$ cat src/rtl/two_dig_timer_ctrl_pkg.sv
// Shared encodings for the two-digit run/pause/clear timer controller.
package two_dig_pkg;

    typedef enum logic [1:0] {
        IDLE  = 2'd0,
        RUN   = 2'd1,
        PAUSE = 2'd2
    } state_t;

    localparam logic [3:0] BCD_MAX  = 4'd9;
    localparam logic [1:0] SEL_ONES = 2'b01;
    localparam logic [1:0] SEL_TENS = 2'b10;

endpackage

$ cat src/rtl/two_dig_timer_ctrl_if.sv
// Control inputs and display/status outputs of the two-digit timer controller.
interface two_dig_timer_ctrl_if;
    import two_dig_pkg::*;

    // Handshake: start_stop and clear are single-cycle request pulses that are always
    // accepted (no ready). tick is the valid strobe for a new count and wrap qualifies it;
    // the consumer has no ready and must take the value in that cycle.
    logic       start_stop;
    logic       clear;
    logic [3:0] ones;
    logic [3:0] tens;
    logic [1:0] digit_sel;
    logic [3:0] digit_bcd;
    logic       running;
    logic       tick;
    logic       wrap;
    state_t     state;

    modport master (
        output start_stop, clear,
        input  ones, tens, digit_sel, digit_bcd, running, tick, wrap, state
    );

    modport slave (
        input  start_stop, clear,
        output ones, tens, digit_sel, digit_bcd, running, tick, wrap, state
    );

endinterface

$ cat src/rtl/two_dig_timer_ctrl_en_div.sv
// Enable-gated prescaler: counts 0..DIV-1 and pulses combinationally on the wrapping cycle.
module en_div #(
    parameter int DIV = 10,
    parameter int W   = 4
) (
    input  logic clk,
    input  logic rst,
    input  logic en,
    input  logic clr,
    output logic pulse
);

    logic [W-1:0] cnt;

    // clr dominates so a cleared period never emits a stale pulse
    assign pulse = en && !clr && (cnt == W'(DIV - 1));

    always_ff @(posedge clk or posedge rst) begin
        if (rst) begin
            cnt <= '0;
        end else if (clr) begin
            cnt <= '0;
        end else if (en) begin
            cnt <= pulse ? '0 : cnt + W'(1);
        end
    end

endmodule

$ cat src/rtl/two_dig_timer_ctrl.sv
// Run/pause/clear sequencer for a 00-99 BCD counter with two-digit display multiplexing.
module two_dig_timer_ctrl
    import two_dig_pkg::*;
#(
    parameter int DIV_TICK = 10,
    parameter int DIV_SCAN = 4,
    parameter int CNT_W    = 4
) (
    input logic                 clk,
    input logic                 rst,
    two_dig_timer_ctrl_if.slave bus
);

    state_t     state_q, state_d;
    logic       tick_en, tick_clr, tick_pulse, scan_pulse;
    logic [3:0] ones_q, tens_q, ones_d, tens_d;
    logic [3:0] bcd_q, bcd_d;
    logic [1:0] sel_q, sel_d;
    logic       running_q, tick_q, wrap_q, wrap_d;

    assign tick_en  = (state_q == RUN);
    assign tick_clr = (state_q == IDLE) || bus.clear;

    en_div #(.DIV(DIV_TICK), .W(CNT_W)) u_tick_div (
        .clk   (clk),
        .rst   (rst),
        .en    (tick_en),
        .clr   (tick_clr),
        .pulse (tick_pulse)
    );

    en_div #(.DIV(DIV_SCAN), .W(CNT_W)) u_scan_div (
        .clk   (clk),
        .rst   (rst),
        .en    (1'b1),
        .clr   (1'b0),
        .pulse (scan_pulse)
    );

    always_comb begin
        state_d = state_q;
        if (bus.clear) begin
            state_d = IDLE;
        end else if (bus.start_stop) begin
            case (state_q)
                IDLE:    state_d = RUN;
                RUN:     state_d = PAUSE;
                PAUSE:   state_d = RUN;
                default: state_d = IDLE;
            endcase
        end
    end

    always_comb begin
        ones_d = ones_q;
        tens_d = tens_q;
        wrap_d = 1'b0;
        if (bus.clear) begin
            ones_d = '0;
            tens_d = '0;
        end else if (tick_pulse) begin
            if (ones_q == BCD_MAX) begin
                ones_d = '0;
                tens_d = (tens_q == BCD_MAX) ? 4'd0 : tens_q + 4'd1;
                wrap_d = (tens_q == BCD_MAX);
            end else begin
                ones_d = ones_q + 4'd1;
            end
        end
    end

    // digit_bcd is built from next-state values so it never lags digit_sel
    always_comb begin
        sel_d = scan_pulse ? {sel_q[0], sel_q[1]} : sel_q;
        bcd_d = (sel_d == SEL_TENS) ? tens_d : ones_d;
    end

    always_ff @(posedge clk or posedge rst) begin
        if (rst) begin
            state_q   <= IDLE;
            ones_q    <= '0;
            tens_q    <= '0;
            sel_q     <= SEL_ONES;
            bcd_q     <= '0;
            running_q <= 1'b0;
            tick_q    <= 1'b0;
            wrap_q    <= 1'b0;
        end else begin
            state_q   <= state_d;
            ones_q    <= ones_d;
            tens_q    <= tens_d;
            sel_q     <= sel_d;
            bcd_q     <= bcd_d;
            running_q <= (state_d == RUN);
            tick_q    <= tick_pulse;
            wrap_q    <= wrap_d;
        end
    end

    assign bus.ones      = ones_q;
    assign bus.tens      = tens_q;
    assign bus.digit_sel = sel_q;
    assign bus.digit_bcd = bcd_q;
    assign bus.running   = running_q;
    assign bus.tick      = tick_q;
    assign bus.wrap      = wrap_q;
    assign bus.state     = state_q;

endmodule

$ cat src/flat_wrapper.sv
// flat-port wrapper written by rule: the top's interface ports become plain ports
module two_dig_timer_ctrl_flat import two_dig_pkg::*;
#(
    parameter int DIV_TICK = 10,
    parameter int DIV_SCAN = 4,
    parameter int CNT_W    = 4
)
  (clk, rst, bus_start_stop, bus_clear, bus_ones, bus_tens, bus_digit_sel, bus_digit_bcd, bus_running, bus_tick, bus_wrap, bus_state);
  two_dig_timer_ctrl_if bus_i ();
  input logic clk;
  input logic rst;
  input wire logic [$bits(bus_i.start_stop)-1:0] bus_start_stop;
  input wire logic [$bits(bus_i.clear)-1:0] bus_clear;
  output wire logic [$bits(bus_i.ones)-1:0] bus_ones;
  output wire logic [$bits(bus_i.tens)-1:0] bus_tens;
  output wire logic [$bits(bus_i.digit_sel)-1:0] bus_digit_sel;
  output wire logic [$bits(bus_i.digit_bcd)-1:0] bus_digit_bcd;
  output wire logic [$bits(bus_i.running)-1:0] bus_running;
  output wire logic [$bits(bus_i.tick)-1:0] bus_tick;
  output wire logic [$bits(bus_i.wrap)-1:0] bus_wrap;
  output wire logic [$bits(bus_i.state)-1:0] bus_state;
  assign bus_i.start_stop = bus_start_stop;
  assign bus_i.clear = bus_clear;
  assign bus_ones = bus_i.ones;
  assign bus_tens = bus_i.tens;
  assign bus_digit_sel = bus_i.digit_sel;
  assign bus_digit_bcd = bus_i.digit_bcd;
  assign bus_running = bus_i.running;
  assign bus_tick = bus_i.tick;
  assign bus_wrap = bus_i.wrap;
  assign bus_state = bus_i.state;
  two_dig_timer_ctrl #(.DIV_TICK(DIV_TICK), .DIV_SCAN(DIV_SCAN), .CNT_W(CNT_W)) u_core (.clk(clk), .rst(rst), .bus(bus_i));
endmodule
$ cat config.mk
export PLATFORM = sky130hd
export DESIGN_NAME = two_dig_timer_ctrl_flat
export DESIGN_NICKNAME = d
export VERILOG_FILES = /design/src/rtl/two_dig_timer_ctrl_pkg.sv /design/src/rtl/two_dig_timer_ctrl_if.sv /design/src/rtl/two_dig_timer_ctrl_en_div.sv /design/src/rtl/two_dig_timer_ctrl.sv /design/src/flat_wrapper.sv
export SDC_FILE = /design/constraint.sdc
export NUM_CORES = 1
export LEC_CHECK = 0
export ABC_AREA = 0
export CAP_MARGIN = 20
export CELL_PAD_IN_SITES_DETAIL_PLACEMENT = 0
export CELL_PAD_IN_SITES_GLOBAL_PLACEMENT = 1
export CORE_ASPECT_RATIO = 1.5
export CORE_MARGIN = 3
export CORE_UTILIZATION = 36
export CTS_BUF_LIST = sky130_fd_sc_hd__clkbuf_16
export DETAILED_ROUTE_END_ITERATION = 8
export PLACE_DENSITY = 0.84
export SYNTH_ARGS = -nofsm -noshare
export SYNTH_HDL_FRONTEND = slang
export SYNTH_SLANG_ARGS = --single-unit
export TNS_END_PERCENT = 100
$ cat constraint.sdc
create_clock -name clk -period 1.9 [get_ports clk]
set_input_delay 0.38 -clock clk [delete_from_list [all_inputs] [get_ports clk]]
set_output_delay 0.38 -clock clk [all_outputs]
set_load 0.03 [all_outputs]
==> flow_metrics.py, run 1 <==
metrics = {
    "synth": {
        "synth_top_area_share_pct": 48.9,
        "synth.area.top_cells": "dfrtp_1 (49%), mux2_2 (3.4%), nor2b_1 (3.3%)",
        "ys_seq_area_share_pct": 50.8,
        "async_reset_ff_share_pct": 100,
        "synth_seq_cells": 27,
        "synth_ff_type": "dfrtp_1",
        "synth_nets": 128,
        "synth_area_mm2": 0.00133,
        "synth.avg_cell_area_um2": 11.0,
        "synth_cells": 121,
        "synth_warnings": 0,
        "synth.distinct_cells": 43,
        "synth_edf_count": 0,
        "synth_top_area_cell": "dfrtp_1",
    },
    "hold_path": {
        "hold_path.class": "input pin to async pin",
    },
    "floorplanning": {
        "dieArea_mm2": 0.00448,
        "die_h_um": 80.5,
        "core_area_mm2": 0.00348,
        "io_pins": 23,
        "die_w_um": 55.7,
        "row_count": 26,
        "initial_utilization_pct": 38.2,
    },
    "timing": {
        "fin_tns_setup_ns": 0,
        "slew_violations": 0,
        "fin_ws_ns": 0.0463,
        "max_clock_freq_ghz": 0.539,
        "fin_crit_ns": 1.85,
        "tightest_slew_ns": 0.342,
        "relSlewSlack_pct": 77.2,
        "rsz0062_at_grt": "yes",
        "skew_ns": 0.00170,
        "fin_crit_sh_pct": 97.6,
        "hold_viol_final": 0,
        "setup_viol": 0,
    },
    "cells_and_area": {
        "drive_gt1_share_pct": 18.7,
        "layout.nets": 163,
        "layout_commonest_cell": "dfrtp_1",
        "final_cell_mix": "dfrtp_1 (26), clkdlybuf4s50_1 (20), buf_4 (12), nor2_1 (9)",
        "diodes": 0,
        "multi_input_area_um2": 613,
        "fill_cells": 321,
        "syn2layout_area_growth_pct": 32.1,
        "register_area_um2": 677,
        "design_area_mm2": 0.00176,
    },
    "pwr": {
        "p_per_area_mw_per_mm2": 653,
        "vdd_drop_max_mv": 0.475,
        "leakage_nw": 0.794,
        "finalPower_mw": 1.15,
    },
    "clock_network": {
        "postCtsSetupBuffers": 0,
        "tritoncts": "done",
        "cts_buffers": 3,
        "ctsLongestPathBuffers": 2,
        "cts.sinks": 27,
        "cts-root-buf": "clkbuf_16",
        "h-tree-depth": 1,
        "clk_pin_slew_worst_paths_ns": 0.06,
        "insertion_delay_ns": 0.26,
    },
    "detailed_routing": {
        "wl_per_cell_um": 15.6,
        "totalWireLength_mm": 3.07,
        "drt_iter0_drc": 29,
        "dr.pass1.iters": 4,
        "num_vias": 1046,
        "antenna_left": 0,
        "via_per_inst": 5.31,
        "drc": 0,
    },
    "worst_setup_path": {
        "required_ns": 1.52,
        "endpoint_kind": "output pin",
        "start_kind": "flop",
        "rr_worst_depth": 6,
        "cp_data_arrival_time_ns": 1.47,
        "ff2ff_setup_slack_ns": 0.14,
        "worst-path-buf-inv": 1,
        "cp.depth": 1,
        "slowest_stage": "clkdlybuf4s50_1",
        "path_cells": "clkdlybuf4s50_1",
        "path_class": "flop to output pin",
        "cpPeakStageDelay_ns": 0.73,
        "critical_path.max_fanout": 7,
        "path_delay_family": "buffers and inverters",
    },
    "grt": {
        "grt_usage_pct": 15.4,
        "overflow": 0,
        "grt_pass1_wl_mm": 5.44,
        "grt_max_degree": 28,
        "antenna_found_initial": 0,
        "grt_pass1_vias": 1129,
    },
    "place": {
        "place_hpwl_mm": 2.31,
        "post-place-ws_ns": -0.247,
        "dpl_cell_area_mm2": 0.00167,
        "gp_congestion": 0.826,
        "io_buffers": 22,
    },
    "outcome": {
        "status": "finished, final reports clean",
    },
    "job": {
        "drv_cap": 0,
    },
}
==> logic make-up (layout without fill, tap and decap cells) <==
kind of cell / count (synthesis) / in the layout / synth area share (%)
adder cells (fa/ha/maj): 3 / 3 / 2.82
buffers and inverters: 10 / 44 / 3.57
flip-flops: 27 / 27 / 50.8
AND/OR/NAND/NOR: 48 / 48 / 23.7
multiplexers: 6 / 6 / 5.07
XOR/XNOR: 3 / 3 / 1.97
AO/OA/AOI/OAI: 24 / 24 / 12.0
==> synthesized netlist by cell type (2+ instances only) <==
master	instances
nor2_1	9
o21ai_1	7
mux2_1	2
o21ai_0	2
nand4bb_1	2
nor3b_2	2
nor2b_1	7
o22ai_1	2
mux2_2	4
a22oi_1	2
nand2_1	3
nand4_1	2
nand2b_1	3
dfrtp_1	26
buf_2	2
a21oi_1	3
ha_1	3
nand3_1	5
a211o_1	2
nor3_1	3
xnor2_1	2
nor4_1	2
inv_1	6
==> flip-flops by register name, summed over array words and instances, names as in the netlist <==
name / cells
u_core.bus.state: 2
u_core.bus.tens: 4
u_core.bus.wrap: 1
u_core.u_scan_div.cnt: 4
u_core.bus.digit_bcd: 4
u_core.bus.running: 1
u_core.bus.digit_sel: 2
u_core.u_tick_div.cnt: 4
u_core.bus.ones: 4
u_core.bus.tick: 1
==> worst reg2reg max path, stage by stage (launching register included) <==
cell and delay (ns):
dfrtp_1 0.38, inv_1 0.06, ha_1 0.18, nand3b_2 0.10, nor4_2 0.29, mux2_2 0.38, mux2_2 0.26
==> routing by layer <==
metal	GRT usage (%)	vias up	wire, um
met1	17.6	518	1240
met5	0	-	0
li1	-	507	-
met2	28.0	16	1670
met4	5.84	0	50
met3	3.22	5	110
==> worst paths after layout <==
check	start	endpoint
worst max-delay path	u_core.bus.state[0]	bus_state[0]
max in group asynchronous	rst	u_core.bus.digit_sel[0]
worst min register to register	u_core.u_scan_div.cnt[0]	u_core.u_scan_div.cnt[0]
worst max register to register	u_core.u_tick_div.cnt[1]	u_core.bus.digit_bcd[2]
worst min-delay path	rst	u_core.bus.running
min in group clk	u_core.u_scan_div.cnt[0]	u_core.u_scan_div.cnt[0]
==> cell type report <==
cell class	count	area share, %
sequential	27	38.5
multi-input combinational	84	34.9
timing repair buffer	34	17.9
clock buffer	3	4.27
tap	42	2.99
inverter	6	1.28
clock inverter	1	0.213
==> stage by stage <==
step | hold slack [ns] | util [%] | std cells
2_1_floorplan | 0.432 | - | 121
3_3_place_gp | 0.447 | 48.0 | 193
3_5_place_dp | 0.476 | 48.0 | 193
4_1_cts | 0.485 | 50.2 | 197
5_1_grt | 0.502 | 50.5 | 197
6_report | 0.475 | 50.5 | 197
==> where the power goes <==
group	switching, mW	internal, mW	leakage, nW	total [mW]
Clock	0.190	0.282	0.0423	0.472
Combinational	0.0497	0.0378	0.385	0.0875
Sequential	0.00770	0.582	0.367	0.590
Total	0.247	0.902	0.794	1.15
==> repair_timing <==
action	in CTS	in global routing
setup endpoints to repair	0	4
resized for setup	0	4
hold buffers	0	0
(Power assumes the default switching activity.)
==> inputs of run 2 (changes only) <==
--- a/config.mk
+++ b/config.mk
@@ -18,4 +18,4 @@
 export SYNTH_ARGS = -nofsm -noshare
 export SYNTH_HDL_FRONTEND = slang
 export SYNTH_SLANG_ARGS = --single-unit
-export TNS_END_PERCENT = 100
+export TNS_END_PERCENT = 5
==> results of run 2 <==
The final DEF is identical to that of run 1; final timing and power are the same.
==> inputs of run 3 (changes only) <==
--- a/config.mk
+++ b/config.mk
@@ -14,6 +14,7 @@
 export CORE_UTILIZATION = 36
 export CTS_BUF_LIST = sky130_fd_sc_hd__clkbuf_16
 export DETAILED_ROUTE_END_ITERATION = 8
+export GPL_TIMING_DRIVEN = 0
 export PLACE_DENSITY = 0.84
 export SYNTH_ARGS = -nofsm -noshare
 export SYNTH_HDL_FRONTEND = slang
==> run 3 against run 2 <==
Compared with the run above:
- cell count down 2.5%
- clock skew about the same
- register-to-register slack worse by 0.07 ns
- wire length down 7.5%
- first-iteration DRC count down 14%
- setup slack worse by 0.0035 ns
- combinational power up 0.8%
- worst hold slack worse by 0.12 ns
- critical endpoint is now bus_digit_sel[0]
==> flow_metrics.py, run 3 (synthesis results as in run 1) <==
metrics = {
    "outcome": {
        "status": "finished, final reports clean",
    },
    "clock_network": {
        "tritoncts": "done",
        "cts.sinks": 27,
        "hold_buffers": 0,
        "h-tree-depth": 1,
        "cts_buffers": 3,
        "insertion_delay_ns": 0.26,
        "clk_pin_slew_worst_paths_ns": 0.06,
        "cts-root-buf": "clkbuf_16",
        "ctsLongestPathBuffers": 2,
    },
    "worst_setup_path": {
        "path_class": "flop to output pin",
        "required_ns": 1.52,
        "path_cells": "clkdlybuf4s50_1",
        "start_kind": "flop",
        "cpPeakStageDelay_ns": 0.67,
        "critical_path.max_fanout": 4,
        "slowest_stage": "clkdlybuf4s50_1",
        "cp_data_arrival_time_ns": 1.48,
        "reg2reg_to": "u_core.bus.digit_bcd[2]",
        "worst-path-buf-inv": 1,
        "ff2ff_setup_slack_ns": 0.07,
        "rr_worst_depth": 7,
        "path_delay_family": "buffers and inverters",
        "r2r-start": "u_core.u_tick_div.cnt[1]",
        "endpoint_kind": "output pin",
    },
    "timing": {
        "fin_tns_setup_ns": 0,
        "fin_ws_ns": 0.0428,
        "tightest_slew_ns": 0.471,
        "fin_crit_ns": 1.86,
        "fin_crit_sh_pct": 97.7,
        "slew_violations": 0,
        "max_clock_freq_ghz": 0.538,
        "relSlewSlack_pct": 68.6,
        "hold_slack_ns": 0.352,
        "skew_ns": 0.00135,
        "rsz0062_at_grt": "yes",
        "hold_viol_final": 0,
        "setup_viol": 0,
    },
    "floorplanning": {
        "die_h_um": 80.5,
        "row_count": 26,
        "dieArea_mm2": 0.00448,
        "die_w_um": 55.7,
        "initial_utilization_pct": 38.2,
        "core_area_mm2": 0.00348,
        "io_pins": 23,
    },
    "grt": {
        "grt_pass1_vias": 1022,
        "antenna_found_initial": 0,
        "grt_max_degree": 28,
        "grt_usage_pct": 13.2,
        "grt_pass1_wl_mm": 4.60,
        "overflow": 0,
    },
    "cells_and_area": {
        "syn2layout_area_growth_pct": 34.0,
        "diodes": 0,
        "layout_commonest_cell": "dfrtp_1",
        "final_cell_mix": "dfrtp_1 (25), clkdlybuf4s50_1 (19), nor2_1 (9), nor2b_1 (7), o21ai_1 (7)",
        "drive_gt1_share_pct": 18.7,
        "layout.nets": 158,
        "fill_cells": 306,
    },
    "detailed_routing": {
        "antenna_left": 0,
        "drc": 0,
        "totalWireLength_mm": 2.84,
        "dr.pass1.iters": 4,
        "via_per_inst": 5.38,
        "drt_iter0_drc": 25,
        "num_vias": 1033,
        "wl_per_cell_um": 14.8,
    },
    "pwr": {
        "finalPower_mw": 1.15,
        "leakage_nw": 0.825,
        "vdd_drop_max_mv": 0.525,
        "p_per_area_mw_per_mm2": 644,
    },
    "hold_path": {
        "hold_path.class": "input pin to async pin",
    },
    "place": {
        "io_buffers": 22,
        "gp_congestion": 0.836,
        "place_hpwl_mm": 2.04,
        "post-place-ws_ns": -0.393,
    },
    "job": {
        "drv_cap": 0,
    },
}
-- run 3: changes by cell type in the layout (fill, tap and decap cells not counted), sizes merged --
| cell | previous run | this run |
|---|---|---|
| clkdlybuf4s50 | 20 | 19 |
| clkinv | 0 | 1 |
| clkbuf | 3 | 5 |
| inv | 7 | 6 |
| dlymetal6s2s | 2 | 3 |
| buf | 12 | 5 |
-- run 3: how the worst max path moves through the flow --
stage / startpoint / end / slack (ns) / cells after the start
after floorplan: u_core.bus.state[1] / u_core.bus.digit_bcd[2] / 0.09 / 4
after global placement: bus_clear / u_core.bus.digit_bcd[2] / -0.34 / 5
after detailed placement: bus_clear / u_core.bus.digit_bcd[2] / -0.39 / 5
after CTS: u_core.u_tick_div.cnt[0] / u_core.bus.digit_bcd[1] / 0.0005 / 6
after global routing: bus_clear / u_core.bus.digit_bcd[2] / -0.01 / 5
final: u_core.bus.digit_sel[0] / bus_digit_sel[0] / 0.04 / 1
-- run 3: cell type report --
type | count | area (um^2) | area share (%)
Buffer | 4 | 31.3 | 1.75
Clock buffer | 3 | 75.1 | 4.21
Clock inverter | 1 | 5.00 | 0.281
Inverter | 6 | 22.5 | 1.26
Multi-Input combinational cell | 84 | 649 | 36.4
Sequential cell | 27 | 678 | 38.0
Tap cell | 42 | 52.6 | 2.95
Timing Repair Buffer | 25 | 270 | 15.1
-- run 3: through the flow --
step	cell area [um^2]	utilization (%)	cells
6_report	1780	51.3	192
5_1_grt	1780	51.3	192
3_3_place_gp	1600	46.1	185
2_1_floorplan	1330	-	121
3_5_place_dp	1600	46.1	185
4_1_cts	1730	49.6	189
-- run 3: what timing repair did --
| item | CTS | global route |
|---|---|---|
| resized for setup | 5 | 9 |
| buffers inserted | 0 | 2 |
| setup endpoints to repair | 1 | 5 |
| pin swaps | 1 | 0 |
-- run 3: where the power goes --
| group | switching, mW | leakage [nW] | internal [mW] |
|---|---|---|---|
| Clock | 0.184 | 0.0409 | 0.283 |
| Combinational | 0.0475 | 0.419 | 0.0407 |
| Sequential | 0.0111 | 0.365 | 0.582 |
-- run 3: routing by layer --
metal	wire length, um	vias up	global-route usage (%)
li1	-	496	-
met1	1060	504	14.2
met4	43	0	6.08
met2	1610	29	24.8
met5	0	-	0
met3	138	4	2.25
==> variant 1, RTL diff (settings of run 1) <==
`CNT_W` is set to 4 in 2 places; all go to 5.
--- a/src/rtl/two_dig_timer_ctrl.sv
+++ b/src/rtl/two_dig_timer_ctrl.sv
@@ -4,7 +4,7 @@
 #(
     parameter int DIV_TICK = 10,
     parameter int DIV_SCAN = 4,
-    parameter int CNT_W    = 4
+    parameter int CNT_W    = 5
 ) (
     input logic                 clk,
     input logic                 rst,
--- a/src/flat_wrapper.sv
+++ b/src/flat_wrapper.sv
@@ -3,7 +3,7 @@
 #(
     parameter int DIV_TICK = 10,
     parameter int DIV_SCAN = 4,
-    parameter int CNT_W    = 4
+    parameter int CNT_W    = 5
 )
   (clk, rst, bus_start_stop, bus_clear, bus_ones, bus_tens, bus_digit_sel, bus_digit_bcd, bus_running, bus_tick, bus_wrap, bus_state);
   two_dig_timer_ctrl_if bus_i ();
Formal check against the unedited RTL: no difference found for any inputs over 10 cycles, from zero or initial values and one cycle with rst high; that may be too few to reach the edited logic, so the function may still have changed.
==> variant 1 against run 1 <==
- power grew 25%
- synthesized area grew 8.2%
- synthesized cell count grew 7.4%
- count of clock-buffer cells in the layout grew 2
- sequential cell count grew 2
- routed wire length shrank 3.2%
- design area grew 7.5%
- clock power grew 51%
- setup slack gained 0.017 ns
- critical endpoint is now u_core.bus.digit_bcd[1]
==> variant 1: results (changes against run 1) <==
* Status: finished, final reports clean
* Area of the multi-input gates at 639 sq um (+4.3%)
* Clock Latency Late Sink at 0.27 ns
* Hold Fails Final Rpt at 0 (unchanged)
* PostCTS Resize Cnt at 1 (+1)
* Root Driver: clkbuf_16
* Layout clock area frac at 0.0721 (+0.0273)
* P_leak at 0.000806 uW (+1.5%)
* Max Clk Rate at 544 MHz (+0.91%)
* Sequential share of the synthesized area at 0.505 (-0.00368)
* Share of post-route cells with drive strength above 1 at 0.181 (-0.00637)
* Register Area at 727 sq um (+7.4%)
* PortBufs at 22 (unchanged)
* Comb group at 84.9 uW (-3.0%)
* RD Place Congestion at 0.819 (-0.86%)
* Initial antenna violation count at 0 (unchanged)
* Cell count after synthesis at 130 (+7.4%)
* Final Skew at 0.00330 ns (+0.00160 ns)
* GRT Util Overall at 0.139 (-0.0156)
* Post-synth cell types at 42 (-2.3%)
* Vias in the first global route at 1,165 (+3.2%)
* Hold slack at 0.472 ns (-0.00308 ns)
* Worst min path class: flop to flop
* Placed cell areas at 0.00175 sq mm (+4.9%)
* Synth cell count leaders: dfrtp_1 (28), o21ai_0 (8), inv_1 (7), xnor2_1 (7)
* Largest net degree at the start of global routing at 30 (+7.1%)
* NetSw at 301 uW (+22%)
* Vias/cell at 5.38 (+1.3%)
* Global-route wire length before repair at 5170 microns (-5.1%)
* Fill cell count at 345 (+7.5%)
* R2r setup slk at 0.15 ns
* Multi-input combinational gate total at 88 (+4.8%)
* Signal buf overhead at 0.163 (-0.0159)
* Seq_cells at 29 (+7.4%)
* Worst vdd ir at 0.000709 V (+49%)
* Nets at 172 (+5.5%)
* Crit path DAT at 1.99 ns (+0.52 ns)
* Post-placement cell count at 201 (+4.1%)
* N_taps at 43 (+2.4%)
* Final WL at 2980 microns (-3.2%)
* Crit-path max FO at 8 (+1)
* Clock buffer count at 5 (+2)
* P&R area growth vs syn at 31.4%
* DP Wirelength at 2130 microns (-7.8%)
* Largest cells by area after synthesis: dfrtp_1 (49%), xnor2_1 (4.3%), mux2_2 (3.9%)
* Async set or reset register ratio after synthesis at 1.00 (unchanged)
* Dpl ws at -0.181 ns (+0.0660 ns)
* Clock power frac at 0.498 (+0.088)
* Synth Net Count at 137 (+7.0%)
* Final Instance Count excl. Fillers at 209 (+6.1%)
* Flop pwr share at 0.443 (-0.070)
* Worst-margin pin slew at 0.403 ns (+0.0617 ns)
* H-tree levels at 2 (+1)
* DR iter-0 viols at 28 (-3.4%)
* Non-clock inverters at 7 (+1)
variant 1: changes by cell type after synthesis, sizes merged, moves of 2 or more:
| cell | delta |
|---|---|
| xnor2 | +5 |
| nor2b | -4 |
| nand2b | +3 |
| nor2 | -3 |
| a21oi | +2 |
| a22oi | -2 |
| a31oi | +2 |
| buf | +2 |
| dfrtp | +2 |
| nand4 | +2 |
variant 1: critical path, cell delays in order:
cell,delay (ns)
clkdlybuf4s50_1,0.46
and4bb_2,0.42
nand3_1,0.15
mux2_2,0.31
mux2_2,0.26
variant 1: metal layers:
| metal | up-vias | routed length [microns] | track usage |
|---|---|---|---|
| li1 | 533 | - | - |
| met1 | 548 | 1120 | 0.157 |
| met2 | 34 | 1600 | 0.235 |
| met3 | 9 | 187 | 0.0464 |
| met4 | 0 | 68 | 0.0549 |
| met5 | - | 0 | 0 |
variant 1: final timing paths:
check	startpoint	to	depth (start not counted)
max in group asynchronous	rst	u_core.bus.digit_sel[0]	3
worst max register to register	u_core.bus.ones[2]	u_core.bus.digit_bcd[1]	4
worst min register to register	u_core.u_scan_div.cnt[0]	u_core.u_scan_div.cnt[0]	1
min in group asynchronous	rst	u_core.u_scan_div.cnt[4]	3
worst min-delay path	u_core.u_scan_div.cnt[0]	u_core.u_scan_div.cnt[0]	1
worst max-delay path	bus_clear	u_core.bus.digit_bcd[1]	5
variant 1: kinds of logic (layout without fill, tap and decap cells):
family          Yosys count  in the layout  share of synthesized area
flops                    29             29                      0.505
compound gates           26             26                      0.116
simple gates             46             46                      0.209
fa+ha+maj                 3              3                     0.0261
xor+xnor                  7              7                     0.0426
mux                       6              6                     0.0460
buf+inv                  13             49                     0.0547
==> variant 2, RTL diff (flow settings as in run 1) <==
Without the edit above. Reset style: synchronous (`rst`), changed in 2 clocked blocks.
--- a/src/rtl/two_dig_timer_ctrl_en_div.sv
+++ b/src/rtl/two_dig_timer_ctrl_en_div.sv
@@ -15,7 +15,7 @@
     // clr dominates so a cleared period never emits a stale pulse
     assign pulse = en && !clr && (cnt == W'(DIV - 1));
 
-    always_ff @(posedge clk or posedge rst) begin
+    always_ff @(posedge clk) begin
         if (rst) begin
             cnt <= '0;
         end else if (clr) begin
--- a/src/rtl/two_dig_timer_ctrl.sv
+++ b/src/rtl/two_dig_timer_ctrl.sv
@@ -75,7 +75,7 @@
         bcd_d = (sel_d == SEL_TENS) ? tens_d : ones_d;
     end
 
-    always_ff @(posedge clk or posedge rst) begin
+    always_ff @(posedge clk) begin
         if (rst) begin
             state_q   <= IDLE;
             ones_q    <= '0;
Formal check against the unedited RTL: differs if rst is asserted again (counterexample within 4 cycles, from zero or initial values and one cycle with rst high); with rst held inactive, the same outputs for 10 cycles.
==> variant 2 against run 1 <==
- first-iteration DRC count decreased by 3.4%
- power increased by 3.9%
- routed wire length increased by 1.7%
- synthesized area decreased by 2.8%
- worst hold slack got worse by 0.0025 ns
- fmax increased by 0.52%
- setup slack improved by 0.0096 ns
- sequential cell count unchanged
- sequential share of layout area decreased by 7.9 points
- design area increased by 0.64%
- die area decreased by 2.6%
- critical path type is now flop to flop
- critical endpoint is now u_core.bus.digit_bcd[2]
==> variant 2: results (changes against run 1) <==
* Share of post-route cells with drive strength above 1 at 0.193 (+0.00627)
* Register Area at 542 sq um (-20%)
* Vias/cell at 5.29 (-0.34%)
* Nets at 189 (+16%)
* Crit Path Class: flop to flop
* Global-route wire length before repair at 4910 microns (-9.9%)
* P_leak at 0.000649 uW (-18%)
* Dpl ws at -0.185 ns (+0.0620 ns)
* P&R area growth vs syn at 36.8%
* CP endpoint: u_core.bus.digit_bcd[2]
* Largest cells by area after synthesis: dfxtp_1 (42%), nor2b_1 (3.4%), nor3_1 (3.1%)
* Crit-path max FO at 10 (+3)
* WL/cell at 14.0 microns (-10%)
* Fill cell count at 314 (-2.2%)
* Placed cell areas at 0.00166 sq mm (-0.45%)
* Met2 wire length at 1660 microns (-0.96%)
* Sequential share of the synthesized area at 0.418 (-0.0907)
* Multi-input combinational gate total at 103 (+23%)
* Post-synth top flop: dfxtp_1
* Worst Reg2Reg Path Length in Cells at 4 (-2)
* Synth cell count leaders: dfxtp_1 (27), nand2_1 (9), nor2_1 (9)
* Layout clock area frac at 0.0445 (-0.000285)
* Final Skew at 0.00272 ns (+0.00102 ns)
* Post-placement cell count at 217 (+12%)
* NetSw at 269 uW (+8.7%)
* R2r setup slk at 0.06 ns (-0.08 ns)
* DR iter-0 viols at 28 (-3.4%)
* DR WL met3 at 140 microns (+27%)
* Grt met2 use at 0.273 (-0.00711)
* Fin crit share at 0.971 (-0.00504)
* Post-Syn Area per Cell at 9.11 sq um (-17%)
* Final WL at 3130 microns (+1.7%)
* Worst vdd ir at 0.000656 V (+38%)
* Non-clk bufs at 40 (+18%)
* Metal1 wirelength at 1270 microns (+2.1%)
* Comb group at 128 uW (+46%)
* Status: finished, final reports clean
* Synth Net Count at 149 (+16%)
* Area of the multi-input gates at 716 sq um (+17%)
* Crit path launch: u_core.u_tick_div.cnt[2]
* DP Wirelength at 2400 microns (+3.7%)
variant 2: cell types whose count changed after synthesis, sizes merged, moves of 4 or more:
cell	change
dfxtp	+27
dfrtp	-26
a21oi	+6
nand2	+6
nor3	+6
o21ai	-5
mux2	-4
variant 2: cell families (layout without fill, tap and decap cells):
| group | count (synthesis) | in the layout | share of synthesized area |
|---|---|---|---|
| adder cells (fa/ha/maj) | 3 | 3 | 0.0290 |
| multiplexers | 3 | 3 | 0.0251 |
| AND/OR/NAND/NOR | 64 | 64 | 0.303 |
| XOR/XNOR | 4 | 4 | 0.0271 |
| buffers and inverters | 12 | 51 | 0.0406 |
| flip-flops | 27 | 27 | 0.418 |
| AO/OA/AOI/OAI | 29 | 29 | 0.158 |
variant 2: timing repair:
item	CTS	global route
hold buffers	0	0
buffers inserted	0	2
setup endpoints to repair	1	5
resized for setup	1	1
variant 2: critical path, cell delays in order, from the launching register on:
cell	delay [ns]
dfxtp_1	0.34
or3b_1	0.57
nor4_4	0.40
nor3b_1	0.10
o32a_1	0.33
